$ cat config.mk
export PLATFORM = sky130hd
export DESIGN_NAME = mul_iter_ctrl_flat
export DESIGN_NICKNAME = d
export VERILOG_FILES = /design/src/rtl/mul_pkg.sv /design/src/rtl/mul_iter_ctrl_if.sv /design/src/rtl/rca_adder.sv /design/src/rtl/mul_iter_ctrl.sv /design/src/flat_wrapper.sv
export SDC_FILE = /design/constraint.sdc
export NUM_CORES = 1
export LEC_CHECK = 0
export CAP_MARGIN = 40
export CORE_AREA = 5 5 219 178
export CTS_CLUSTER_DIAMETER = 120
export DETAILED_ROUTE_END_ITERATION = 10
export DIE_AREA = 0 0 224 183
export MAX_ROUTING_LAYER = met4
export PLACE_DENSITY = 0.78
export SKIP_CTS_REPAIR_TIMING = 1
export SYNTH_ARGS = -nofsm -noshare
export SYNTH_HDL_FRONTEND = slang
export SYNTH_SLANG_ARGS = --single-unit
$ cat constraint.sdc
create_clock -name clk -period 26.4 [get_ports clk]
set_input_delay 5.28 -clock clk [delete_from_list [all_inputs] [get_ports clk]]
set_output_delay 5.28 -clock clk [all_outputs]
set_load 0.1 [all_outputs]
$ cat src/rtl/mul_pkg.sv
// Shared constants and types for the iterative multiplier controller.
// Holds the FSM state encoding, RV64M func3 codes and default widths.
package mul_pkg;

    localparam int XLEN_DEF  = 64;
    localparam int CNT_W_DEF = 7;

    typedef enum logic [1:0] {
        IDLE = 2'd0,
        CALC = 2'd1,
        SIGN = 2'd2,
        DONE = 2'd3
    } state_t;

    localparam logic [2:0] F3_MUL    = 3'b000;
    localparam logic [2:0] F3_MULH   = 3'b001;
    localparam logic [2:0] F3_MULHSU = 3'b010;
    localparam logic [2:0] F3_MULHU  = 3'b011;

    function automatic logic src1_signed(logic [2:0] f);
        return (f == F3_MULH) || (f == F3_MULHSU);
    endfunction

    function automatic logic src2_signed(logic [2:0] f);
        return f == F3_MULH;
    endfunction

endpackage

$ cat src/rtl/mul_iter_ctrl_if.sv
// Issue/writeback handshake bundle for the iterative multiplier.
// master = issue/writeback side, slave = multiplier.
interface mul_iter_ctrl_if #(
    parameter int XLEN = 64
) ();

    logic            in_valid;
    logic            in_ready;
    logic [2:0]      func3;
    logic [XLEN-1:0] src1;
    logic [XLEN-1:0] src2;
    logic            flush;
    logic            out_valid;
    logic            out_ready;
    logic [XLEN-1:0] result;
    logic            busy;

    modport master (
        output in_valid, func3, src1, src2, flush, out_ready,
        input  in_ready, out_valid, result, busy
    );

    modport slave (
        input  in_valid, func3, src1, src2, flush, out_ready,
        output in_ready, out_valid, result, busy
    );

endinterface

$ cat src/rtl/rca_adder.sv
// Ripple-carry adder built as a chain of full-adder cells.
// Shared by the multiply and negate phases of the controller.
module rca_adder #(
    parameter int W = 64
) (
    input  logic [W-1:0] a,
    input  logic [W-1:0] b,
    input  logic         cin,
    output logic [W-1:0] sum,
    output logic         cout
);

    logic [W:0] c;

    assign c[0] = cin;

    for (genvar i = 0; i < W; i++) begin : g_fa
        assign sum[i]  = a[i] ^ b[i] ^ c[i];
        assign c[i+1]  = (a[i] & b[i]) | (c[i] & (a[i] ^ b[i]));
    end

    assign cout = c[W];

endmodule

$ cat src/rtl/mul_iter_ctrl.sv
// Iterative shift-add RV64M multiplier controller (MUL/MULH/MULHSU/MULHU).
// Define MUL_EARLY_OUT_EN to skip CALC once the remaining multiplier bits are zero.
module mul_iter_ctrl
    import mul_pkg::*;
#(
    parameter int XLEN  = XLEN_DEF,
    parameter int CNT_W = CNT_W_DEF
) (
    input  logic            clk,
    input  logic            rst_n,
    mul_iter_ctrl_if.slave  bus
);

    state_t state;
    state_t state_n;

    logic [CNT_W-1:0] cnt;
    logic [XLEN-1:0]  acc_hi;
    logic [XLEN-1:0]  acc_lo;
    logic [XLEN-1:0]  mcand;
    logic [XLEN-1:0]  mult;
    logic [2:0]       f3;
    logic             neg;
    logic             phase;
    logic             carry;

    logic [XLEN-1:0]  add_a;
    logic [XLEN-1:0]  add_b;
    logic [XLEN-1:0]  add_sum;
    logic             add_cin;
    logic             add_cout;

    logic             neg1;
    logic             neg2;
    logic [XLEN-1:0]  mag1;
    logic [XLEN-1:0]  mag2;
    logic             last;
    logic             skip;
    logic             zero2;
    logic [2*XLEN-1:0] step;

    rca_adder #(.W(XLEN)) u_add (
        .a    (add_a),
        .b    (add_b),
        .cin  (add_cin),
        .sum  (add_sum),
        .cout (add_cout)
    );

    always_comb begin
        neg1 = src1_signed(bus.func3) & bus.src1[XLEN-1];
        neg2 = src2_signed(bus.func3) & bus.src2[XLEN-1];
        mag1 = neg1 ? -bus.src1 : bus.src1;
        mag2 = neg2 ? -bus.src2 : bus.src2;
        last = cnt == CNT_W'(XLEN-1);
    end

`ifdef MUL_EARLY_OUT_EN
    logic [CNT_W-1:0] rem;

    always_comb begin
        skip  = mult[XLEN-1:1] == '0;
        zero2 = mag2 == '0;
        rem   = CNT_W'(XLEN-1) - cnt;
        step  = {add_cout, add_sum, acc_lo[XLEN-1:1]};
        if (skip) begin
            step = step >> rem;
        end
    end
`else
    always_comb begin
        skip  = 1'b0;
        zero2 = 1'b0;
        step  = {add_cout, add_sum, acc_lo[XLEN-1:1]};
    end
`endif

    // CALC adds into the high half; SIGN negates low then high half.
    always_comb begin
        add_a   = '0;
        add_b   = '0;
        add_cin = 1'b0;
        unique case (state)
            CALC: begin
                add_a = acc_hi;
                add_b = mult[0] ? mcand : '0;
            end
            SIGN: begin
                add_a   = phase ? ~acc_hi : ~acc_lo;
                add_cin = phase ? carry : 1'b1;
            end
            default: begin
                add_a = '0;
            end
        endcase
    end

    always_ff @(posedge clk or negedge rst_n) begin
        if (!rst_n) begin
            state <= IDLE;
        end else begin
            state <= state_n;
        end
    end

    always_comb begin
        state_n = state;
        if (bus.flush) begin
            state_n = IDLE;
        end else begin
            unique case (state)
                IDLE: begin
                    if (bus.in_valid) begin
                        if (bus.func3[2])
                            state_n = DONE;
                        else if (zero2)
                            state_n = SIGN;
                        else
                            state_n = CALC;
                    end
                end
                CALC: begin
                    if (last || skip)
                        state_n = SIGN;
                end
                SIGN: begin
                    if (!neg || phase)
                        state_n = DONE;
                end
                DONE: begin
                    if (bus.out_ready)
                        state_n = IDLE;
                end
                default: state_n = IDLE;
            endcase
        end
    end

    always_comb begin
        bus.in_ready  = state == IDLE;
        bus.out_valid = state == DONE;
        bus.busy      = state != IDLE;
        bus.result    = '0;
        if (state == DONE) begin
            bus.result = (f3 == F3_MUL) ? acc_lo : acc_hi;
        end
    end

    always_ff @(posedge clk or negedge rst_n) begin
        if (!rst_n) begin
            cnt    <= '0;
            acc_hi <= '0;
            acc_lo <= '0;
            mcand  <= '0;
            mult   <= '0;
            f3     <= '0;
            neg    <= 1'b0;
            phase  <= 1'b0;
            carry  <= 1'b0;
        end else if (bus.flush) begin
            cnt    <= '0;
            acc_hi <= '0;
            acc_lo <= '0;
            phase  <= 1'b0;
        end else begin
            unique case (state)
                IDLE: begin
                    if (bus.in_valid) begin
                        f3     <= bus.func3;
                        mcand  <= mag1;
                        mult   <= mag2;
                        neg    <= neg1 ^ neg2;
                        acc_hi <= '0;
                        acc_lo <= '0;
                        cnt    <= '0;
                        phase  <= 1'b0;
                        carry  <= 1'b0;
                    end
                end
                CALC: begin
                    acc_hi <= step[2*XLEN-1:XLEN];
                    acc_lo <= step[XLEN-1:0];
                    mult   <= mult >> 1;
                    cnt    <= cnt + 1'b1;
                end
                SIGN: begin
                    if (neg && !phase) begin
                        acc_lo <= add_sum;
                        carry  <= add_cout;
                        phase  <= 1'b1;
                    end else if (neg) begin
                        acc_hi <= add_sum;
                    end
                end
                default: begin
                    phase <= phase;
                end
            endcase
        end
    end

endmodule

$ cat src/flat_wrapper.sv
// flat-port wrapper written by rule: the top's interface ports become plain ports
module mul_iter_ctrl_flat import mul_pkg::*;
#(
    parameter int XLEN  = XLEN_DEF,
    parameter int CNT_W = CNT_W_DEF
)
  (clk, rst_n, bus_in_valid, bus_func3, bus_src1, bus_src2, bus_flush, bus_out_ready, bus_in_ready, bus_out_valid, bus_result, bus_busy);
  mul_iter_ctrl_if #(.XLEN(XLEN)) bus_i ();
  input  logic clk;
  input  logic rst_n;
  input wire logic [$bits(bus_i.in_valid)-1:0] bus_in_valid;
  input wire logic [$bits(bus_i.func3)-1:0] bus_func3;
  input wire logic [$bits(bus_i.src1)-1:0] bus_src1;
  input wire logic [$bits(bus_i.src2)-1:0] bus_src2;
  input wire logic [$bits(bus_i.flush)-1:0] bus_flush;
  input wire logic [$bits(bus_i.out_ready)-1:0] bus_out_ready;
  output wire logic [$bits(bus_i.in_ready)-1:0] bus_in_ready;
  output wire logic [$bits(bus_i.out_valid)-1:0] bus_out_valid;
  output wire logic [$bits(bus_i.result)-1:0] bus_result;
  output wire logic [$bits(bus_i.busy)-1:0] bus_busy;
  assign bus_i.in_valid = bus_in_valid;
  assign bus_i.func3 = bus_func3;
  assign bus_i.src1 = bus_src1;
  assign bus_i.src2 = bus_src2;
  assign bus_i.flush = bus_flush;
  assign bus_i.out_ready = bus_out_ready;
  assign bus_in_ready = bus_i.in_ready;
  assign bus_out_valid = bus_i.out_valid;
  assign bus_result = bus_i.result;
  assign bus_busy = bus_i.busy;
  mul_iter_ctrl #(.XLEN(XLEN), .CNT_W(CNT_W)) u_core (.clk(clk), .rst_n(rst_n), .bus(bus_i));
endmodule
==> results.yml, run 1 <==
clocking:
  clk_latency_ns: 0.57
  cts_root_buffer: "clkbuf_16"
  cts_made_buffers: 30
  clock-sinks: 271
  clkTransAtPathRegs_ns: 0.06
  h-tree-depth: 1
  cts_tree: "yes"
  clk_path_buf_depth: 3
layout:
  multi_input_area_mm2: 0.0115
  drive_gt1_share_pct: 9.00
  area_growth_pct: 24.3
  layout_common_cells: "nand2_1 (487), dfrtp_1 (268), a21oi_1 (211), clkdlybuf4s50_1 (201), o31ai_1 (143)"
  final-instance-count-excl-fill: 2987
  nNetsFinal: 2683
  fillerInstances: 2957
  final_common_cell: "nand2_1"
  seqCellArea_mm2: 0.00679
  fin_util_pct: 64.8
  fin_area_mm2: 0.0238
critical_path:
  cpLargestDelayFamily: "adder cells"
  critPathKind: "reg2reg"
  critPathMaxFanout: 4
  required_ns: 26.87
  cp_slowest_cell: "or4_1"
  critPathMostFrequentCell: "fa_1"
  cp.arrival_ns: 26.21
  critPathLaunchType: "flip-flop"
  worst_setup_path_end_kind: "flip-flop"
  slowest_delay_ns: 0.50
  worstPathBufferInverterCount: 2
flow_run:
  cap_violations: 0
die:
  dieArea_mm2: 0.0410
  dieHeight_um: 183
  fp.coreArea_mm2: 0.0367
  pin_count: 203
  start_util_pct: 52.1
  die_x_um: 224
  rows: 63
route:
  post_drt_wl_per_cell_um: 20.2
  drtIter0Drc: 2211
  routed-via-count: 18200
  via_per_inst: 6.09
  firstDrtPassIters: 5
  drc: 0
  wirelength_mm: 60.3
  ant_nets: 0
global_routing:
  grt_pass1_vias: 17300
  grt.overflow.total: 0
  grt_max_degree: 122
  antenna_found_initial: 1
  grt_pass1_wl_mm: 96.4
  grt.total_usage_pct: 29.4
placement:
  io_buffer_count: 202
  dpl.cell_count: 2928
  dpl_cell_area_mm2: 0.0227
  dp_hpwl_mm: 41.9
  gp_congestion: 0.928
  dpl_worst_slack_ns: -0.235
sta:
  finalSetupViolations: 0
  fin_tns_setup_ns: 0
  min_period_ns: 25.74
  fin_crit_sh_pct: 97.5
  worst_pin_slew_ns: 1.03
  fin_ws_ns: 0.662
  holdWs_ns: 0.486
  rsz0062_at_grt: "false"
  clock_skew_ns: 0.0219
  final-hold-violation-count: 0
  drv_slew: 0
  clock.fmax_mhz: 38.9
  max_slew_margin_pct: 31.6
yosys:
  ys_seq_elements: 271
  postSynthAreaPerCell_um2: 8.28
  synth_seq_area_share_pct: 35.5
  yosysWarnings: 0
  synth_edf_count: 0
  synth_cells: 2307
  netlist_area_mm2: 0.0191
  async_flop_share_pct: 100
  synthesis.nets: 2515
  synth_cell_types: 56
  synthFlopType: "dfrtp_1"
status:
  status: "completed"
power:
  power_mw: 1.93
  p_leak_nw: 8.96
  p_per_area_mw_per_mm2: 81.1
  peakVddDrop_uv: 64.2
min_path:
  hp-class: "reg2reg"
[registers in the layout (all words and copies together) (netlist names)]
| signal | flops |
|---|---|
| u_core.acc_hi | 64 |
| u_core.acc_lo | 64 |
| u_core.carry | 1 |
| u_core.cnt | 7 |
| u_core.f3 | 3 |
| u_core.mcand | 64 |
| u_core.mult | 64 |
| u_core.neg | 1 |
| u_core.phase | 1 |
| u_core.state | 2 |
[worst reg2reg max path: cells and delay by family (launching register included)]
family          cells  cell delay (ns)
simple gates        2             0.67
compound gates      1             0.08
buf+inv             2             0.14
flops               1             0.42
fa+ha+maj          65            24.34
[final timing paths]
path | slack, ns | to | depth (start not counted) | start
worst min-delay path | 0.49 | u_core.mult[23] | 2 | u_core.mult[23]
min in group asynchronous | 4.75 | u_core.mult[9] | 1 | rst_n
worst max-delay path | 0.66 | u_core.carry | 70 | u_core.state[1]
worst min register to register | 0.49 | u_core.mult[23] | 2 | u_core.mult[23]
max in group asynchronous | 20.19 | u_core.acc_lo[48] | 3 | rst_n
worst max register to register | 0.66 | u_core.carry | 70 | u_core.state[1]
[cells by family (layout without fill, tap and decap cells)]
logic type,count (synthesis),count (layout),synth area share (%)
compound gates,696,696,23.4
xor+xnor,126,126,5.77
fa+ha+maj,72,72,7.23
buf+inv,269,461,5.34
flops,271,271,35.5
mux,82,82,4.32
other cells,0,1,0
simple gates,791,791,18.4
[cell type report]
class | count | share of cell area, %
Multi-Input combinational cell | 1767 | 48.2
Clock buffer | 40 | 3.62
Timing Repair Buffer | 317 | 14.9
Clock inverter | 16 | 0.722
Tap cell | 487 | 2.57
Antenna cell | 1 | 0.0105
Sequential cell | 271 | 28.6
Inverter | 88 | 1.39
[power by group]
part,switching (mW),internal [mW],leakage (nW),total (mW)
registers,0.0803,0.528,3.54,0.608
clock network,0.178,0.258,0.498,0.436
logic,0.588,0.294,4.92,0.882
[metal layers]
metal	track usage [%]	vias up	wire length (µm)
met5	-	-	0
met4	5.54	0	1220
met3	7.55	98	6140
met2	40.8	945	25600
met1	44.0	8758	27400
li1	-	8384	-
[synth_stat cells (3+ instances only)]
master	number	share of area, %
nand2_1	487	9.6
dfrtp_1	271	35
a21oi_1	213	5.6
clkbuf_1	162	3.2
o31ai_1	143	5.6
o21ai_0	111	2.9
nor2_1	93	1.8
inv_1	88	1.7
xnor2_1	87	4.0
mux2i_1	78	4.1
nor2b_1	66	2.2
a21boi_0	65	2.6
fa_1	64	6.7
a22o_1	61	2.8
xor2_1	39	1.8
a31oi_1	33	1.1
nor3_1	32	0.84
o22ai_1	30	0.98
nor4_1	28	0.92
and3_1	20	0.65
buf_1	16	0.31
nand3_1	10	0.26
a22oi_1	9	0.35
a41oi_1	9	0.41
nand4_1	9	0.29
o41ai_1	9	0.41
ha_1	8	0.52
or3_1	7	0.23
or4_1	7	0.27
nand2b_1	5	0.16
mux2_2	4	0.24
nand3b_1	4	0.16
nor3b_1	4	0.16
o21ai_1	4	0.10
o41ai_2	3	0.26
or2_2	3	0.098
Power figures use the tool's default switching activity.
==> run 2, diff against run 1 <==
--- a/config.mk
+++ b/config.mk
@@ -5,14 +5,15 @@
 export SDC_FILE = /design/constraint.sdc
 export NUM_CORES = 1
 export LEC_CHECK = 0
-export CAP_MARGIN = 40
-export CORE_AREA = 5 5 219 178
+export CAP_MARGIN = 20
+export CORE_AREA = 5 5 209 171
 export CTS_CLUSTER_DIAMETER = 120
 export DETAILED_ROUTE_END_ITERATION = 10
-export DIE_AREA = 0 0 224 183
+export DIE_AREA = 0 0 214 176
 export MAX_ROUTING_LAYER = met4
-export PLACE_DENSITY = 0.78
+export PLACE_DENSITY = 0.81
 export SKIP_CTS_REPAIR_TIMING = 1
+export SLEW_MARGIN = 20
 export SYNTH_ARGS = -nofsm -noshare
 export SYNTH_HDL_FRONTEND = slang
 export SYNTH_SLANG_ARGS = --single-unit
==> constraint.sdc (replaced) <==
create_clock -name clk -period 27.5 [get_ports clk]
set_input_delay 5.5 -clock clk [delete_from_list [all_inputs] [get_ports clk]]
set_output_delay 5.5 -clock clk [all_outputs]
set_load 0.1 [all_outputs]
==> run 2 against run 1 <==
Against the previous run:
- utilization rose by 2.3 points
- sequential share of layout area increased by 1.8 points
- non-clock buffer count decreased by 80
- sequential power decreased by 3.3%
- final area fell by 6.0%
- setup slack gained 0.13 ns
- critical endpoint unchanged
==> results.yml, run 2 (synthesis results as in run 1) <==
critical_path:
  r2r_setup_slack_ns: 0.79
  critPathKind: "reg2reg"
  crit_start: "u_core.state[0]"
  required_ns: 27.98
  reg2reg_depth: 70
  critPathMostFrequentCell: "fa_1"
  slowest_delay_ns: 0.50
  critPathLaunchType: "flip-flop"
  critPathMaxFanout: 26
  reg2reg_to: "u_core.carry"
  cp_slowest_cell: "or4_1"
  r2r-start: "u_core.state[0]"
  cp.arrival_ns: 27.19
  worst_setup_path_end_kind: "flip-flop"
die:
  start_util_pct: 57.5
  dieArea_mm2: 0.0377
  fp.coreArea_mm2: 0.0333
  dieHeight_um: 176
  die_x_um: 214
  rows: 60
  pin_count: 203
clocking:
  h-tree-depth: 1
  cts_tree: "yes"
  cts_made_buffers: 29
  cts_root_buffer: "clkbuf_16"
  clkTransAtPathRegs_ns: 0.06
  clk_latency_ns: 0.56
  clock-sinks: 271
  clk_path_buf_depth: 3
route:
  firstDrtPassIters: 8
  drc: 0
  routed-via-count: 17800
  via_per_inst: 6.25
  drtIter0Drc: 1978
  ant_nets: 0
  post_drt_wl_per_cell_um: 19.9
  wirelength_mm: 56.6
sta:
  fin_ws_ns: 0.793
  drv_slew: 0
  finalSetupViolations: 0
  fin_crit_sh_pct: 97.1
  rsz0062_at_grt: "false"
  worst_pin_slew_ns: 1.14
  clock_skew_ns: 0.0130
  fin_tns_setup_ns: 0
  clock.fmax_mhz: 37.4
  min_period_ns: 26.71
  final-hold-violation-count: 0
  max_slew_margin_pct: 24.2
min_path:
  hold_depth: 2
  min_to: "u_core.mcand[0]"
  hold_start: "u_core.mcand[0]"
  hp-class: "reg2reg"
power:
  p_leak_nw: 8.30
  power_mw: 1.77
  peakVddDrop_uv: 62.2
  p_per_area_mw_per_mm2: 79.3
layout:
  layout_common_cells: "nand2_1 (486), dfrtp_1 (269), a21oi_1 (211), clkdlybuf4s50_1 (201), o31ai_1 (143)"
  nNetsFinal: 2602
  area_growth_pct: 16.8
  final_common_cell: "nand2_1"
  drive_gt1_share_pct: 4.73
  fin_area_mm2: 0.0223
global_routing:
  grt_max_degree: 134
  grt.overflow.total: 0
  grt.total_usage_pct: 29.9
  antenna_found_initial: 1
  grt_pass1_vias: 16700
  grt_pass1_wl_mm: 90.9
placement:
  gp_congestion: 0.988
  dpl_cell_area_mm2: 0.0213
  dpl_worst_slack_ns: 0.741
  dp_hpwl_mm: 38.6
  io_buffer_count: 202
status:
  status: "completed"
flow_run:
  cap_violations: 0
[run 2: cell count changes in the layout (fill, tap and decap cells not counted), sizes merged]
cell / previous run / this run
buf: 116 / 35
bufinv: 3 / 1
clkbuf: 40 / 44
clkinv: 7 / 2
clkinvlp: 5 / 0
[run 2: layout make-up]
cell class / count / area [µm²]
well taps: 434 / 543
fillers: 2668 / 10900
clock buffers: 43 / 838
multi-input cells: 1767 / 11400
inverters: 88 / 330
clock inverters: 4 / 48.8
diodes: 1 / 2.50
repair buffers: 237 / 2340
flip-flops and latches: 271 / 6790
[run 2: how the worst max path moves through the flow]
stage | endpoint | slack [ns]
2_1_floorplan | u_core.carry | 1.39
3_3_place_gp | u_core.carry | 0.92
3_5_place_dp | u_core.carry | 0.74
4_1_cts | u_core.carry | 0.60
5_1_grt | u_core.acc_lo[63] | 0.0002
6_report | u_core.carry | 0.79
[run 2: through the flow]
step / hold WS [ns] / instances / utilization (%)
4_1_cts: 0.480 / 2838 / 66.8
3_5_place_dp: 0.467 / 2791 / 64.1
2_1_floorplan: 0.442 / 2307 / -
6_report: 0.479 / 2845 / 67.1
3_3_place_gp: 0.459 / 2791 / 64.1
5_1_grt: 0.494 / 2845 / 67.1
[run 2: layer usage]
layer  GRT usage (%)  wire, µm
met5               -         0
met4            5.26       840
met3            6.74      6060
met2            40.5     23500
met1            46.4     26200
[run 2: power by group]
part | switching, mW | internal (mW)
registers | 0.0815 | 0.507
clock network | 0.157 | 0.217
logic | 0.546 | 0.260
total | 0.785 | 0.984
[run 2: worst max-delay path, delay by kind of cell, from the launching register on]
kind,cells,cell delay (ns)
fa+ha+maj,64,24.93
simple gates,2,0.73
flops,1,0.48
buf+inv,3,0.39
compound gates,1,0.08
